$ cat src/rtl/clk_div_multi.sv
// rtl/clk_div_multi.sv - multi-channel programmable clock divider with tick strobes
// Optional single-step mode is built in when CLKDIV_STEP_EN is defined.
module clk_div_multi #(
  parameter int CNT_W       = 32,
  parameter int NUM_CH      = 4,
  parameter int CH_W        = 2,
  parameter int DEFAULT_DIV = 300000000
) (
  input  logic              clk_in,
  input  logic              reset,
  input  logic              run,
  input  logic              cfg_valid,
  output logic              cfg_ready,
  input  logic [CH_W-1:0]   cfg_ch,
  input  logic [CNT_W-1:0]  cfg_div,
  input  logic              cfg_mode,
  output logic              cfg_err,
  input  logic              step_req,
  output logic [NUM_CH-1:0] clk_out,
  output logic [NUM_CH-1:0] tick
);

  localparam logic [CNT_W-1:0] DIV_RST  = CNT_W'(DEFAULT_DIV);
  localparam logic [CH_W:0]    NUM_CH_L = (CH_W + 1)'(NUM_CH);

  logic [CNT_W-1:0]  div_reg [NUM_CH];
  logic [CNT_W-1:0]  cnt     [NUM_CH];
  logic [NUM_CH-1:0] mode_reg;
  logic              accept;
  logic              ch_bad;
  logic              step_edge;
  logic              mode_new;

  assign accept = cfg_valid && cfg_ready;
  assign ch_bad = {1'b0, cfg_ch} >= NUM_CH_L;

`ifdef CLKDIV_STEP_EN
  logic step_prev;

  // History updates every cycle, even when a same-channel config swallows the step.
  always_ff @(posedge clk_in) begin
    if (reset) step_prev <= 1'b0;
    else       step_prev <= step_req;
  end

  assign step_edge = step_req && !step_prev;
  assign mode_new  = cfg_mode;
`else
  logic unused_ok;

  assign unused_ok = ^{cfg_mode, step_req};
  assign step_edge = 1'b0;
  assign mode_new  = 1'b0;
`endif

  always_ff @(posedge clk_in) begin
    if (reset) begin
      cfg_ready <= 1'b1;
      cfg_err   <= 1'b0;
      clk_out   <= '0;
      tick      <= '0;
      mode_reg  <= '0;
      for (int i = 0; i < NUM_CH; i++) begin
        div_reg[i] <= DIV_RST;
        cnt[i]     <= '0;
      end
    end else begin
      cfg_ready <= !accept;
      cfg_err   <= accept && ch_bad;
      for (int i = 0; i < NUM_CH; i++) begin
        tick[i] <= 1'b0;
        if (accept && !ch_bad && cfg_ch == CH_W'(i)) begin
          div_reg[i]  <= cfg_div;
          mode_reg[i] <= mode_new;
          cnt[i]      <= '0;
        end else if (mode_reg[i]) begin
          cnt[i] <= '0;
          if (step_edge) begin
            clk_out[i] <= !clk_out[i];
            tick[i]    <= 1'b1;
          end
        end else if (run) begin
          // >= rather than == so an out-of-range count still wraps.
          if (cnt[i] >= div_reg[i]) begin
            cnt[i]     <= '0;
            clk_out[i] <= !clk_out[i];
            tick[i]    <= 1'b1;
          end else begin
            cnt[i] <= cnt[i] + CNT_W'(1);
          end
        end
      end
    end
  end

endmodule

$ cat config.mk
export PLATFORM = sky130hd
export DESIGN_NAME = clk_div_multi
export DESIGN_NICKNAME = d
export VERILOG_FILES = /design/src/rtl/clk_div_multi.sv
export SDC_FILE = /design/constraint.sdc
export NUM_CORES = 1
export LEC_CHECK = 0
export ABC_AREA = 1
export CAP_MARGIN = 40
export CORE_MARGIN = 2
export CORE_UTILIZATION = 30
export CTS_BUF_LIST = sky130_fd_sc_hd__clkbuf_4
export DETAILED_ROUTE_END_ITERATION = 10
export HOLD_SLACK_MARGIN = 0.1
export MAX_ROUTING_LAYER = met4
export PLACE_DENSITY = 0.47
export SETUP_SLACK_MARGIN = 0.5
export SYNTH_ARGS = -nofsm -noshare
export SYNTH_HDL_FRONTEND = slang
export SYNTH_SLANG_ARGS = --single-unit
$ cat constraint.sdc
create_clock -name clk_in -period 2.3 [get_ports clk_in]
set_input_delay 0.345 -clock clk_in [delete_from_list [all_inputs] [get_ports clk_in]]
set_output_delay 0.345 -clock clk_in [all_outputs]
set_load 0.05 [all_outputs]
==> results.md <==
* DR DRC count at 0
* Yosys reg bits at about 270
* Most frequent cells in the layout: 311 x nand2_1, 294 x inv_1, 256 x edfxtp_1
* Vias at roughly 13000
* First-pass GRT wire length at 68800 um
* Slowest-stage cell, CP: edfxtp_1
* Leak at approximately 8.7 nW
* CTS Buffer Depth at 3
* Top cell type's share of synthesized area at between 40 and 50%
* Worst slew pin tran at between 0.5 and 0.6 ns
* Max VDD drop at 0.288 mV
* Share of layout cells above drive strength 1 at 28.1%
* Cell row count at 84
* Synthesis-to-layout area growth at 32.0%
* Root Driver: clkbuf_4
* Critical path peak fanout at 8
* HPWL Detailed at 31500 um
* Worst-skew pair later-pin latency at between 0.8 and 0.9 ns
* Post-DRT Antenna Nets at 0
* Initial Util at between 30% and 40%
* Crit Path Class: flop to flop
* Avg Cell Area, Syn at just under 9 um^2
* Final hold violation count at 0
* RSZ-0062 raised after global routing: true
* Die height at roughly 230 um
* Mapped Nets at just under 2000
* Final period util at about 96%
* Max incr delay on CP at ~0.47 ns
* CP Capture Type: flop
* # IOs at 50
* Crit path cell chain: ha_1, nand2_2, nor2_4, nand4_1, nor2_2, nand4_1, nand4_1, buf_4, clkbuf_16, nor2_2
* RD Place Congestion at around 0.87
* Final Skew at approximately 0.058 ns
* Pwr dens at between 500 and 600 mW/mm^2
* Unique masters post-synth at 36
* Status: finished, final reports clean
* Worst Setup Start Kind: flop
* Starting DRT DRC Count at between 700 and 800
* CTS sink cnt at ~270
* Max Freq at ~450 MHz
* Pin count of the biggest net entering global routing at 33
* Hold-fix buffers at CTS at 0
* Sequential area share after synthesis at between 40% and 50%
* Crit path top cell by count: nand4_1
* Synth Cell Area at roughly 0.016 mm^2
* Synthesized instance count at 1791
* Drt total wl at 45800 um
* Critical Path RT at about 2.9 ns
* Port buffer count at 46
* CTS Buf Count at 81
* Vias in the first global route at 12600
* Max-slew violations at 0
* Synth top area cells: edfxtp_1 48%, ha_1 10%, nand2_1 8.0%
* Synth warn at 0
* Clk slew on worst S/H paths at about 0.070 ns
* Largest area contributor in the netlist: edfxtp_1
* Commonest non-fill, non-tap cell in the layout: nand2_1
* Final Net Count at between 2000 and 2500
* Die area at about 0.055 mm^2
* DR pass1 iterations at 5
* Initial antenna violation count at 2
* Post-DR wirelength/cell at ~16 um
* CTS tree: done
* Crit path time final at ~2.2 ns
* Placement Cell Area at roughly 0.018 mm^2
* Layout fillers at between 5000 and 6000
* CP Data Arrival Time at approximately 2.8 ns
* Min-Delay Path Class: input pin to flop
* Relative slew slack at 66.3%
* Max-Cap Viols at 0
* Final Instance Area at between 0.02 and 0.025 mm^2
* Core Area at about 0.052 mm^2
* Finish-stage setup viols at 0
* Global-route usage over all layers at between 10% and 20%
* # H-tree levels at 3
* Vias per cell at about 4.6
* Finished Core Util at approximately two fifths
* Grt total ovfl at 0
* Fin Setup TNS at 0 ns
* Chip Width at between 200 and 250 um
-- cell usage after synthesis --
cell type  count
edfxtp_1     256
nand2_1      338
o21a_1         7
nor3_1        58
nor4_1         6
nand3_4        1
inv_1        300
xor2_1        44
a31oi_1        1
o21ai_0       18
or2_0          3
buf_4          1
clkbuf_1      13
or3_1          1
o21ai_2        1
ha_1         132
nor2_4         8
nor3b_2        1
xnor2_1       31
nand3_2        6
a21oi_1       95
clkinv_1       1
nor3_2         6
nor2_1       294
conb_1         1
nand2_2       11
dfxtp_1        9
inv_2          3
nand4_1       49
nand3_1       39
and3_1         1
a21o_1         4
buf_2         12
or2_2         22
nor3b_1        4
nor2_2        14
-- worst paths after layout --
check,end,from,slack [ns],cells past startpoint
worst max register to register,cnt[1][17],cnt[1][22],0.1,10
worst min-delay path,cfg_ready,cfg_valid,0.18,2
worst max-delay path,cnt[1][17],cnt[1][22],0.1,10
worst min register to register,cfg_ready,cfg_ready,0.45,1
-- worst max-delay path: cells and delay by family (launching register included) --
kind / cells / cell delay, ns
buffers and inverters: 2 / 0.36
adder cells (fa/ha/maj): 1 / 0.33
flip-flops: 1 / 0.47
AND/OR/NAND/NOR: 7 / 0.77
-- cell families after synthesis --
family,share of synthesized area [%]
simple gates,23.9
xor+xnor,4.13
buf+inv,7.91
fa+ha+maj,10.4
compound gates,4.17
flops,49.5
other cells,0.0236
-- routing by layer --
metal / vias up / global-route usage [%] / routed length (um)
met4: 0 / 5.42 / 1090
met2: 255 / 26.5 / 21000
met5: - / - / 0
li1: 6491 / - / -
met3: 90 / 3.09 / 1970
met1: 6111 / 22.5 / 21700
-- where the power goes --
part	switching [mW]	leakage (nW)	internal (mW)
clock	2.23	0.617	2.41
sequential	0.208	2.73	5.57
combinational	1.09	5.36	0.792
total	3.52	8.71	8.78
-- layout make-up --
| class | count | area, um^2 | share of cell area [%] |
|---|---|---|---|
| Antenna cell | 3 | 7.51 | 0.0358 |
| Clock buffer | 122 | 916 | 4.36 |
| Clock inverter | 23 | 92.6 | 0.441 |
| Inverter | 304 | 1140 | 5.46 |
| Multi-Input combinational cell | 1196 | 7890 | 37.6 |
| Sequential cell | 265 | 7870 | 37.5 |
| Tap cell | 688 | 861 | 4.10 |
| Timing Repair Buffer | 235 | 2200 | 10.5 |
-- timing repair --
| action | 4_1_cts | 5_1_grt |
|---|---|---|
| pin swaps | 11 | 37 |
| resized for setup | 105 | 196 |
| gates cloned | 4 | 6 |
| hold endpoints to repair | 0 | 0 |
| setup buffers | 22 | 65 |
| setup endpoints to repair | 145 | 138 |
-- stage by stage --
stage	hold slack, ns	cells	total power, mW	setup WS, ns
finish	0.181	2836	12.3	0.0962
detailed placement	0.445	2591	7.32	0.0239
global route	0.161	2835	13.0	0.00272
global placement	0.438	2591	7.29	0.0292
CTS	0.112	2762	12.2	0.192
floorplan	0.417	1791	6.69	0.134
No activity file was read; power rests on OpenSTA's default activity.
